[src/rtl/div_mult_pkg.sv]
// Shared encodings and sign helpers for the iterative multiply/divide unit.
// The CPU control unit imports this package for the op encoding as well.
package div_mult_pkg;

  localparam int ITER  = 32;
  localparam int MAX_W = 2 * ITER;

  localparam logic OP_MULT = 1'b0;
  localparam logic OP_DIV  = 1'b1;

  typedef enum logic [1:0] {
    IDLE = 2'd0,
    RUN  = 2'd1,
    FIX  = 2'd2,
    DONE = 2'd3
  } state_t;

  // Two's-complement negation; wraps, so the most negative value maps to itself.
  function automatic logic [MAX_W-1:0] negate(input logic [MAX_W-1:0] x);
    return ~x + MAX_W'(1);
  endfunction

  // Absolute value of a sign-extended operand.
  function automatic logic [MAX_W-1:0] magnitude(input logic [MAX_W-1:0] x);
    return x[MAX_W-1] ? negate(x) : x;
  endfunction

endpackage

[src/rtl/div_mult_unit.sv]
// Iterative signed MULT/DIV unit: one radix-2 step per clock on operand
// magnitudes, followed by a single sign-correction cycle.
//
//   state | meaning
//   IDLE  | waiting for start; operands and signs latched on acceptance
//   RUN   | one shift-add / restoring-divide step per cycle, cnt counts down
//   FIX   | sign correction applied, hi/lo registered on the way out
//   DONE  | done pulse, hi/lo valid; also the direct target for divide by zero
import div_mult_pkg::*;

module div_mult_unit #(
  parameter int WIDTH = ITER
) (
  input  logic             clk,
  input  logic             reset,
  input  logic             start,
  input  logic             op,
  input  logic [WIDTH-1:0] a,
  input  logic [WIDTH-1:0] b,
  output logic [WIDTH-1:0] hi,
  output logic [WIDTH-1:0] lo,
  output logic             done,
  output logic             busy,
  output logic             div0
);

  localparam int CW = (WIDTH > 1) ? $clog2(WIDTH) : 1;

  state_t             state, state_nxt;
  logic [CW-1:0]      cnt;
  logic [WIDTH-1:0]   mag_a, mag_b;
  logic [2*WIDTH-1:0] acc;
  logic               is_div, neg_q, neg_r;

  logic               accept, zero_div;
  logic [MAX_W-1:0]   a_mag64, b_mag64;
  logic [WIDTH:0]     mult_sum;
  logic [2*WIDTH-1:0] mult_nxt;
  logic [WIDTH:0]     rem_sh, diff;
  logic [2*WIDTH-1:0] div_nxt;
  logic [MAX_W-1:0]   prod_neg, quo_neg, rem_neg;
  logic [2*WIDTH-1:0] prod_fix;
  logic [WIDTH-1:0]   quo_fix, rem_fix;
  logic               unused_hi_bits;

  assign accept   = (state == IDLE) && start;
  assign zero_div = accept && (op == OP_DIV) && (b == '0);

  // Operand magnitudes, sign-extended to the helper width first.
  always_comb begin
    a_mag64 = magnitude(MAX_W'($signed(a)));
    b_mag64 = magnitude(MAX_W'($signed(b)));
  end

  // One iteration of shift-add multiply and restoring divide on the accumulator.
  always_comb begin
    mult_sum = {1'b0, acc[2*WIDTH-1:WIDTH]} + {1'b0, (acc[0] ? mag_a : {WIDTH{1'b0}})};
    mult_nxt = {mult_sum, acc[WIDTH-1:1]};
    rem_sh   = {acc[2*WIDTH-1:WIDTH], acc[WIDTH-1]};
    diff     = rem_sh - {1'b0, mag_b};
    div_nxt  = diff[WIDTH] ? {rem_sh[WIDTH-1:0], acc[WIDTH-2:0], 1'b0}
                           : {diff[WIDTH-1:0],   acc[WIDTH-2:0], 1'b1};
  end

  // Sign correction of the finished magnitudes; negation wraps, so
  // MIN / -1 yields MIN with no special case.
  always_comb begin
    prod_neg = negate(MAX_W'(acc));
    quo_neg  = negate(MAX_W'(acc[WIDTH-1:0]));
    rem_neg  = negate(MAX_W'(acc[2*WIDTH-1:WIDTH]));
    prod_fix = neg_q ? prod_neg[2*WIDTH-1:0] : acc;
    quo_fix  = neg_q ? quo_neg[WIDTH-1:0] : acc[WIDTH-1:0];
    rem_fix  = neg_r ? rem_neg[WIDTH-1:0] : acc[2*WIDTH-1:WIDTH];
  end

  assign unused_hi_bits = ^{a_mag64[MAX_W-1:WIDTH], b_mag64[MAX_W-1:WIDTH],
                            quo_neg[MAX_W-1:WIDTH], rem_neg[MAX_W-1:WIDTH]};

  // State register.
  always_ff @(posedge clk) begin
    if (reset) state <= IDLE;
    else       state <= state_nxt;
  end

  // Next-state logic.
  always_comb begin
    state_nxt = state;
    case (state)
      IDLE: begin
        if (zero_div)   state_nxt = DONE;
        else if (start) state_nxt = RUN;
      end
      RUN:     if (cnt == '0) state_nxt = FIX;
      FIX:     state_nxt = DONE;
      DONE:    state_nxt = IDLE;
      default: state_nxt = IDLE;
    endcase
  end

  // Status outputs decoded from the state.
  always_comb begin
    done = (state == DONE);
    busy = (state != IDLE);
  end

  // Datapath: latch on acceptance, iterate in RUN, publish results in FIX.
  always_ff @(posedge clk) begin
    if (reset) begin
      hi     <= '0;
      lo     <= '0;
      div0   <= 1'b0;
      acc    <= '0;
      mag_a  <= '0;
      mag_b  <= '0;
      cnt    <= '0;
      is_div <= 1'b0;
      neg_q  <= 1'b0;
      neg_r  <= 1'b0;
    end else begin
      case (state)
        IDLE: begin
          if (accept) begin
            div0   <= zero_div;
            mag_a  <= a_mag64[WIDTH-1:0];
            mag_b  <= b_mag64[WIDTH-1:0];
            neg_q  <= a[WIDTH-1] ^ b[WIDTH-1];
            neg_r  <= a[WIDTH-1];
            is_div <= (op == OP_DIV);
            cnt    <= CW'(WIDTH - 1);
            acc    <= {{WIDTH{1'b0}}, ((op == OP_DIV) ? a_mag64[WIDTH-1:0] : b_mag64[WIDTH-1:0])};
          end
        end
        RUN: begin
          acc <= is_div ? div_nxt : mult_nxt;
          cnt <= cnt - CW'(1);
        end
        FIX: begin
          if (is_div) begin
            hi <= rem_fix;
            lo <= quo_fix;
          end else begin
            hi <= prod_fix[2*WIDTH-1:WIDTH];
            lo <= prod_fix[WIDTH-1:0];
          end
        end
        default: ;
      endcase
    end
  end

endmodule
[config.mk]
export PLATFORM = sky130hd
export DESIGN_NAME = div_mult_unit
export DESIGN_NICKNAME = d
export VERILOG_FILES = /design/src/rtl/div_mult_pkg.sv /design/src/rtl/div_mult_unit.sv
export SDC_FILE = /design/constraint.sdc
export NUM_CORES = 1
export LEC_CHECK = 0
export BUFFER_PORTS_ARGS = -buffer_cell sky130_fd_sc_hd__buf_2
export CORE_MARGIN = 2
export CORE_UTILIZATION = 43
export DETAILED_ROUTE_END_ITERATION = 16
export PLACE_DENSITY = 0.71
export SLEW_MARGIN = 20
export SYNTH_ARGS = -nofsm -noshare
export SYNTH_HDL_FRONTEND = slang
export SYNTH_SLANG_ARGS = --single-unit
[constraint.sdc]
create_clock -name clk -period 6.8 [get_ports clk]
set_input_delay 0.34 -clock clk [delete_from_list [all_inputs] [get_ports clk]]
set_output_delay 0.34 -clock clk [all_outputs]
set_load 0.02 [all_outputs]
* After elaboration in Yosys (flattened, before gate mapping)
Index checks and enable logic that the tools add are counted.
Storage, ports and cells: register bits 203, input port bits 68, output and inout port bits 67, logic and storage cells 61
Operators by class: $add $sub $neg 8, equality and inequality tests 6, muxes and demuxes 19, bitwise operators 6, reduce and logical (&&, ||, !) cells 11
Operator list (count):
- $mux W32 | 8
- $mux W64 | 4
- $add A32 B1 Y32 const B | 4
- $not A32 Y32 | 4
- $pmux W64 S2 | 1
- $add A64 B1 Y64 const B | 1
- $not A64 Y64 | 1
- $add A32 B32 Y33 | 1
- $sub A33 B32 Y33 | 1
- $logic_not A32 Y1 | 1
- $pmux W5 S2 | 1
- $pmux W2 S4 | 1
- $mux W2 | 3
- $reduce_and A2 Y1 | 3
- $logic_not A5 Y1 | 1
- $mux W5 | 1
- $sub A5 B1 Y5 const B | 1
- $eq A2 B2 Y1 const B | 2
- $ne A2 B2 Y1 const B | 2
- $reduce_bool A2 Y1 | 2
- $logic_and A1 B1 Y1 | 3
- $ne A3 B3 Y1 const B | 1
- $eq A2 B1 Y1 const B | 1
- $logic_not A2 Y1 | 1
- $xor A1 B1 Y1 | 1

* Logic depth before layout (Yosys ltp)
Gate-level depths: netlist (run 1).
word-level depth 6, depth in mapped cells 15

* Worst setup path before layout (run 1)
Ideal clock, no wire load.
path kind reg-to-reg, from register acc[0], to register acc[63], library setup time 0.074 ns, arrival time 3.562 ns, required time 6.726 ns, path slack 3.163 ns, stages on the path, launching flop included 16, path buffers 2, clock period less this slack 3.637 ns, cell sequence dfxtp_1 > clkbuf_1 > clkbuf_1 > and2_1 > ha_1 > inv_1 > fa_1 > nand2b_1 > a211oi_1 > o21ai_0 > a21boi_0 > a311oi_1 > o41a_1 > o32ai_1 > a21oi_1 > a31oi_1
Between the ends: cells in the longest elaborated chain, start to end 4
RTL lines:
- start: declaration | RTL line div_mult_unit.sv:32 | logic [2*WIDTH-1:0] acc;
- start signal: assignment | RTL line div_mult_unit.sv:130 | acc <= {{WIDTH{1'b0}}, ((op == OP_DIV) ? a_mag64[WIDTH-1:0] : b_mag64[WIDTH-1:0])};
- start signal: assignment | RTL line div_mult_unit.sv:134 | acc <= is_div ? div_nxt : mult_nxt;
- $mux W32 | RTL line div_mult_unit.sv:57 | mult_sum = {1'b0, acc[2*WIDTH-1:WIDTH]} + {1'b0, (acc[0] ? mag_a : {WIDTH{1'b0}})};
- $add A32 B32 Y33 | RTL line div_mult_unit.sv:57
- $mux W64 | RTL line div_mult_unit.sv:134
- $pmux W64 S2 | RTL line div_mult_unit.sv:120 | case (state)
No other way between the ends. A chain may end at the register's enable or synchronous reset.

* Worst setup path in the final report (run 1)
from register acc[32], to register acc[61]
Between the ends: cells in the longest elaborated chain, start to end 4
RTL lines:
- $sub A33 B32 Y33 | RTL line div_mult_unit.sv:60 | diff = rem_sh - {1'b0, mag_b};
- $mux W64 | RTL line div_mult_unit.sv:61 | div_nxt = diff[WIDTH] ? {rem_sh[WIDTH-1:0], acc[WIDTH-2:0], 1'b0}
- $mux W64 (*) | RTL line div_mult_unit.sv:134
- $pmux W64 S2 (*) | RTL line div_mult_unit.sv:120
Every way passes the cells marked *; elsewhere a longest branch is shown, timed or not.

==> flow_summary.json, run 1 <==
{
  "ctsResizeCount": 0,
  "wire_per_inst_um": 20.9,
  "hold_violations": 0,
  "ant_nets": 0,
  "syn_area_um2": 15300,
  "h-tree-depth": 1,
  "synth_edf_count": 0,
  "tns_ns": 0,
  "gp_congestion": 0.980,
  "period_share": 0.622,
  "n_fill_cell": 3457,
  "synth.yosys.seq_area_share": 0.266,
  "p_int_mw": 3.47,
  "hp-class": "in -> reg",
  "p_sw_mw": 2.85,
  "drive_gt1_frac": 0.107,
  "dr_total_vias": 15200,
  "ys.flop_type": "dfxtp_1",
  "postSynthNetCount": 2138,
  "multi_input_area_um2": 10500,
  "antenna_found_initial": 0,
  "dieArea_um2": 37100,
  "netSwitchingFraction": 0.451,
  "routed_wl_um": 52300,
  "die_w_um": 193,
  "grt_pass1_vias": 13900,
  "critPathArrivalTime_ns": 4.67,
  "pwr_density_cell_nw_per_um2": 372,
  "pwr-share-seq": 0.299,
  "hold_start": "a[0]",
  "grt.overflow.total": 0,
  "avgSynthCellArea_um2": 7.67,
  "startpoint": "acc[32]$_SDFFE_PP0P_",
  "fin_crit_ns": 4.23,
  "report.final.setup_viol": 0,
  "grt_pass1_wl_um": 79700,
  "reg2reg_from": "acc[32]$_SDFFE_PP0P_",
  "initial_utilization": 0.433,
  "track_usage": 0.274,
  "area_growth_pct": 11.0,
  "crit_path_start_kind": "flop",
  "die_h_um": 193,
  "cp-end-kind": "flop",
  "skew_ns": 0.0145,
  "combPwrFrac": 0.482,
  "row_count": 69,
  "first_pass_iters": 5,
  "ir_worst_vdd_uv": 315,
  "clock-root-buffer": "clkbuf_16",
  "critPathKind": "reg -> reg",
  "grt_setup_unrepaired": "false",
  "power_mw": 6.32,
  "grt_max_degree": 118,
  "cts_tree": "yes",
  "tightestPinTransition_ns": 1.12,
  "path_max_fanout": 9,
  "max_freq_ghz": 0.236,
  "drv_slew": 0,
  "path_clk_slew_ns": 0.06,
  "ys_seq_elements": 203,
  "numPortBuffers": 134,
  "cp.required_ns": 7.24,
  "holdBufCountCts": 0,
  "slew_headroom": 0.253,
  "viasPerCell": 6.09,
  "clock-sinks": 203,
  "yosysUniqueCellTypes": 78,
  "coreArea_um2": 35300,
  "p_leak_nw": 6.81,
  "post_cts_buffers": 0,
  "async_reset_ff_frac": 0,
  "clkLatencyLatePin_ns": 0.54,
  "cts_buffer_depth": 3,
  "drt_iter0_drc": 1642,
  "drc": 0,
  "ioPinCount": 135,
  "dp_hpwl_um": 39600,
  "synthCells": 1994,
  "yosysWarnings": 0,
  "diodes": 0,
  "status": "completed",
  "nNetsFinal": 2170,
  "drv_cap": 0,
  "cts_made_buffers": 23,
  "pwr-share-clk": 0.219,
  "regArea_um2": 4070
}
[power groups by stage]
| stage | registers, mW | logic (mW) | clock network (mW) |
|---|---|---|---|
| floorplan | 1.88 | 2.15 | 0 |
| global placement | 1.90 | 2.97 | 0 |
| detailed placement | 1.91 | 2.99 | 0 |
| CTS | 1.88 | 3.01 | 1.40 |
| global route | 1.94 | 3.35 | 1.44 |
| finish | 1.89 | 3.05 | 1.38 |
[metal layers]
metal / GRT usage / routed length [um] / vias up
met5: 0 / 0 / -
met2: 0.437 / 23400 / 626
li1: - / - / 7327
met1: 0.377 / 23000 / 7191
met3: 0.0411 / 3910 / 99
met4: 0.0931 / 1930 / 0
[layout by cell type (no fill, tap or decap), types with 8 or more instances in the layout]
| master | n |
|---|---|
| buf_2 | 133 |
| or4_1 | 19 |
| o31ai_1 | 30 |
| a21oi_1 | 118 |
| o21ai_0 | 101 |
| nand2b_1 | 15 |
| o41ai_1 | 17 |
| nand3_1 | 24 |
| a22oi_1 | 12 |
| nand4_1 | 20 |
| ha_1 | 73 |
| a311oi_1 | 10 |
| o21a_1 | 13 |
| and3_1 | 8 |
| nor2_1 | 258 |
| o21bai_1 | 9 |
| and2_1 | 38 |
| o211ai_1 | 8 |
| clkbuf_16 | 23 |
| buf_4 | 13 |
| nor2b_1 | 21 |
| xnor2_1 | 57 |
| a211oi_1 | 157 |
| a21o_1 | 27 |
| inv_1 | 67 |
| nand2_1 | 151 |
| xor2_1 | 106 |
| nor4_1 | 13 |
| mux2i_1 | 80 |
| or3_1 | 18 |
| nor3_1 | 49 |
| a31oi_1 | 15 |
| dfxtp_1 | 202 |
[cell families (layout without fill, tap and decap cells)]
| group | after synthesis | count (layout) | synth area share |
|---|---|---|---|
| multiplexers | 87 | 87 | 0.0575 |
| flip-flops | 203 | 203 | 0.266 |
| buffers and inverters | 208 | 256 | 0.0518 |
| XOR/XNOR | 164 | 164 | 0.0939 |
| AO/OA/AOI/OAI | 589 | 589 | 0.261 |
| adder cells (fa/ha/maj) | 76 | 76 | 0.0631 |
| AND/OR/NAND/NOR | 667 | 667 | 0.207 |
[per-stage QoR]
stage / worst slack (ns) / hold slack, ns / cell area [um2] / std cells / util
after CTS: 2.73 / 0.109 / 17000 / 2503 / 0.481
after detailed placement: 2.75 / 0.453 / 16100 / 2462 / 0.457
after global routing: 2.36 / 0.135 / 17000 / 2503 / 0.481
after global placement: 2.92 / 0.439 / 16100 / 2462 / 0.457
final: 2.57 / 0.135 / 17000 / 2503 / 0.481
after floorplan: 3.16 / 0.432 / 15300 / 1994 / -
[synth_stat cells, drive strengths merged, types with 4 or more instances]
cell / instances / share of area
dfxtp: 203 / 0.27
nand4b: 6 / 0.0034
inv: 68 / 0.017
nor3b: 5 / 0.0025
mux2: 7 / 0.0052
o31a: 4 / 0.0023
xor2: 107 / 0.061
nand3: 24 / 0.0079
a31oi: 15 / 0.0061
or4: 20 / 0.010
a311oi: 10 / 0.0057
xnor2: 57 / 0.033
o41ai: 17 / 0.0097
o21ai: 104 / 0.034
o221ai: 7 / 0.0040
nor2b: 21 / 0.0086
a21o: 27 / 0.013
o211ai: 8 / 0.0039
clkbuf: 125 / 0.031
o22ai: 5 / 0.0020
buf: 15 / 0.0043
a41oi: 5 / 0.0029
nand2: 151 / 0.037
a22oi: 12 / 0.0059
o21a: 13 / 0.0064
nor3: 49 / 0.016
o21bai: 9 / 0.0044
and2: 39 / 0.016
a21oi: 119 / 0.039
a221oi: 4 / 0.0023
nor4: 15 / 0.0075
nor2: 258 / 0.063
mux2i: 80 / 0.052
a211oi: 157 / 0.077
a22o: 5 / 0.0029
and3: 8 / 0.0033
or2: 4 / 0.0016
or3: 20 / 0.0088
nand4: 20 / 0.0082
nand2b: 15 / 0.0061
ha: 74 / 0.061
o31ai: 32 / 0.018
[registers in the layout (all words and copies together), names as in the netlist]
signal and flops:
acc 64, hi 32, lo 32, mag_a 32, mag_b 32, cnt 5, state 2, div0 1
is_div 1, neg_q 1, neg_r 1
[area by class of cell]
class | instances | area share
Sequential cell | 203 | 0.239
Tap cell | 461 | 0.0340
Timing Repair Buffer | 147 | 0.0456
Clock inverter | 14 | 0.0125
Multi-Input combinational cell | 1583 | 0.617
Inverter | 68 | 0.0150
Clock buffer | 27 | 0.0366
[worst paths after layout]
check | endpoint | slack [ns] | cells after the start
worst max-delay path | acc[61]$_SDFFE_PP0P_ | 2.57 | 12
worst min-delay path | mag_a[0]$_SDFFE_PP0P_ | 0.13 | 3
worst max register to register | acc[61]$_SDFFE_PP0P_ | 2.57 | 12
worst min register to register | mag_a[31]$_SDFFE_PP0P_ | 0.46 | 2
[worst max-delay path, stage by stage (launching register included)]
cell	delay [ns]
dfxtp_1	0.56
ha_1	0.26
inv_1	0.07
fa_1	0.40
nand2b_1	0.21
a211oi_1	0.41
o21ai_0	0.18
a21boi_0	0.69
a21oi_1	0.28
o21ai_0	0.38
a221oi_1	0.14
mux2_2	0.30
o31ai_1	0.26
(Power assumes the default switching activity.)
==> run 2, diff against run 1 <==
==> constraint.sdc (replaced) <==
create_clock -name clk -period 3.99 [get_ports clk]
set_input_delay 0.1995 -clock clk [delete_from_list [all_inputs] [get_ports clk]]
set_output_delay 0.1995 -clock clk [all_outputs]
set_load 0.02 [all_outputs]
==> flow_summary.json, run 2 (synthesized netlist as in run 1, its figures left out) <==
{
  "finish.instance_area_um2": 17200,
  "critPathKind": "reg -> reg",
  "path_clk_slew_ns": 0.06,
  "cp.required_ns": 4.43,
  "critPathArrivalTime_ns": 4.23,
  "pwr-share-clk": 0.203,
  "cp-endpoint": "acc[61]$_SDFFE_PP0P_",
  "top_register": "acc",
  "cts_tree": "yes",
  "drv_cap": 0,
  "path_max_fanout": 7,
  "dieArea_um2": 37100,
  "cts_made_buffers": 24,
  "clock-root-buffer": "clkbuf_16",
  "drt_iter0_drc": 1507,
  "ant_nets": 0,
  "drive_gt1_frac": 0.121,
  "tns_ns": 0,
  "report.final.setup_viol": 0,
  "area_growth_pct": 12.6,
  "grt_max_degree": 103,
  "cpMostUsedCell": "o21ai_0",
  "hp-class": "in -> reg",
  "p_int_mw": 5.75,
  "first_pass_iters": 8,
  "startpoint": "acc[33]$_SDFFE_PP0P_",
  "drv_slew": 0,
  "status": "completed",
  "die_w_um": 193,
  "clkLatencyLatePin_ns": 0.54,
  "die_h_um": 193,
  "setup_slack_ns": 0.207,
  "slowest_delay_ns": 0.49,
  "p_leak_nw": 6.97,
  "grt_setup_unrepaired": "false",
  "numPortBuffers": 134,
  "grt.overflow.total": 0,
  "timing.hold.ws_ns": 0.0824,
  "crit_cells": 11,
  "cp-end-kind": "flop",
  "dpl_cell_area_um2": 16400,
  "skew_ns": 0.0154,
  "ir_worst_vdd_uv": 762,
  "combPwrFrac": 0.498,
  "p_sw_mw": 4.92,
  "pwr_density_cell_nw_per_um2": 619,
  "place_ws_ns": 0.345,
  "netSwitchingFraction": 0.461,
  "pwr-share-seq": 0.299,
  "critical_path.cell_chain": "inv_1 -> fa_1 -> nand2b_1 -> a211oi_1 -> o21ai_0 -> a21boi_0 -> a21oi_1 -> o21ai_0 -> a221oi_1 -> mux2_2 -> o31ai_1",
  "reg2reg_depth": 11,
  "grt_pass1_wl_um": 79500,
  "cp_slowest_cell": "a21boi_0",
  "hold-path-cell-count": 3,
  "reg2reg_from": "acc[33]$_SDFFE_PP0P_",
  "period_share": 0.948,
  "n_fill_cell": 3469,
  "r2r-end": "acc[61]$_SDFFE_PP0P_",
  "slew_headroom": 0.309,
  "drc": 0,
  "layout_common_cells": "258 x nor2_1, 202 x dfxtp_1, 157 x a211oi_1",
  "max_freq_ghz": 0.264,
  "gp_congestion": 0.973,
  "clock-sinks": 203,
  "cp_top_family": "compound AO/OA/AOI/OAI gates",
  "initial_utilization": 0.433,
  "crit_path_start_kind": "flop",
  "cts_buffer_depth": 3,
  "tightestPinTransition_ns": 1.04,
  "track_usage": 0.275,
  "routed_wl_um": 52600,
  "hold_violations": 0,
  "ctsResizeCount": 0,
  "viasPerCell": 5.99,
  "fin_crit_ns": 3.78,
  "grt_pass1_vias": 13800,
  "diodes": 0,
  "antenna_found_initial": 0,
  "h-tree-depth": 1,
  "largest_reg_flops": 64,
  "coreArea_um2": 35300,
  "dp_hpwl_um": 40000,
  "rrSetupSlack_ns": 0.21,
  "nNetsFinal": 2208,
  "critical_path_buf_inv_count": 1,
  "ioPinCount": 135,
  "dr_total_vias": 15200,
  "wire_per_inst_um": 20.7,
  "row_count": 69,
  "final_common_cell": "nor2_1"
}
[run 2: cell count changes in the layout (fill, tap and decap cells not counted), moves of 2 or more]
cell / previous run / this run
buf_4: 13 / 45
bufinv_16: 5 / 0
clkinv_2: 7 / 2
dlygate4sd3_1: 0 / 4
clkbuf_1: 1 / 4
clkinv_4: 0 / 3
clkbuf_8: 3 / 5
clkinvlp_4: 1 / 3
inv_6: 0 / 2
[run 2: worst min path at each step]
stage,from,end,slack [ns]
global placement,div0$_SDFFE_PP0P_,div0$_SDFFE_PP0P_,0.44
detailed placement,mag_b[31]$_SDFFE_PP0P_,mag_b[31]$_SDFFE_PP0P_,0.45
floorplan,a[0],mag_a[0]$_SDFFE_PP0P_,0.34
CTS,b[30],mag_b[31]$_SDFFE_PP0P_,0.05
finish,b[10],mag_b[10]$_SDFFE_PP0P_,0.08
global route,a[2],mag_a[2]$_SDFFE_PP0P_,0.09
[run 2: cell type report]
cell class,count,area (um2),share of cell area
multi-input combinational,1583,10500,0.608
sequential,203,4070,0.236
timing repair buffer,184,1070,0.0624
clock buffer,33,684,0.0397
tap,461,577,0.0335
inverter,68,255,0.0148
clock inverter,11,92.6,0.00537
[run 2: what timing repair did]
action                                 CTS  global route
hold buffers                             4             0
endpoints found under the hold margin    3             0
buffers inserted                         0             0
[run 2: power groups by stage]
stage	Clock (mW)	Sequential, mW	Combinational (mW)
after detailed placement	0	3.22	5.22
after floorplan	0	3.21	3.67
after global placement	0	3.20	5.18
after CTS	2.19	3.18	5.25
final	2.17	3.19	5.31
after global routing	2.28	3.27	5.81
[run 2: per-stage QoR]
stage | instances | total power [mW] | util
after floorplan | 1994 | 6.88 | -
after global placement | 2495 | 8.38 | 0.465
after detailed placement | 2495 | 8.44 | 0.465
after CTS | 2543 | 10.6 | 0.488
after global routing | 2543 | 11.4 | 0.488
final | 2543 | 10.7 | 0.488
[run 2: worst reg2reg max path, stage by stage (launching register included)]
cell and delay, ns:
dfxtp_1 0.47, inv_1 0.19, fa_1 0.46, nand2b_1 0.19, a211oi_1 0.39, o21ai_0 0.17, a21boi_0 0.49, a21oi_1 0.25
o21ai_0 0.40, a221oi_1 0.16, mux2_2 0.29, o31ai_1 0.24
[run 2: routing by layer]
layer | part of all wire | GRT usage
met3 | 0.065 | 0.0291
met5 | 0 | 0
met2 | 0.45 | 0.442
met1 | 0.45 | 0.383
met4 | 0.036 | 0.0922
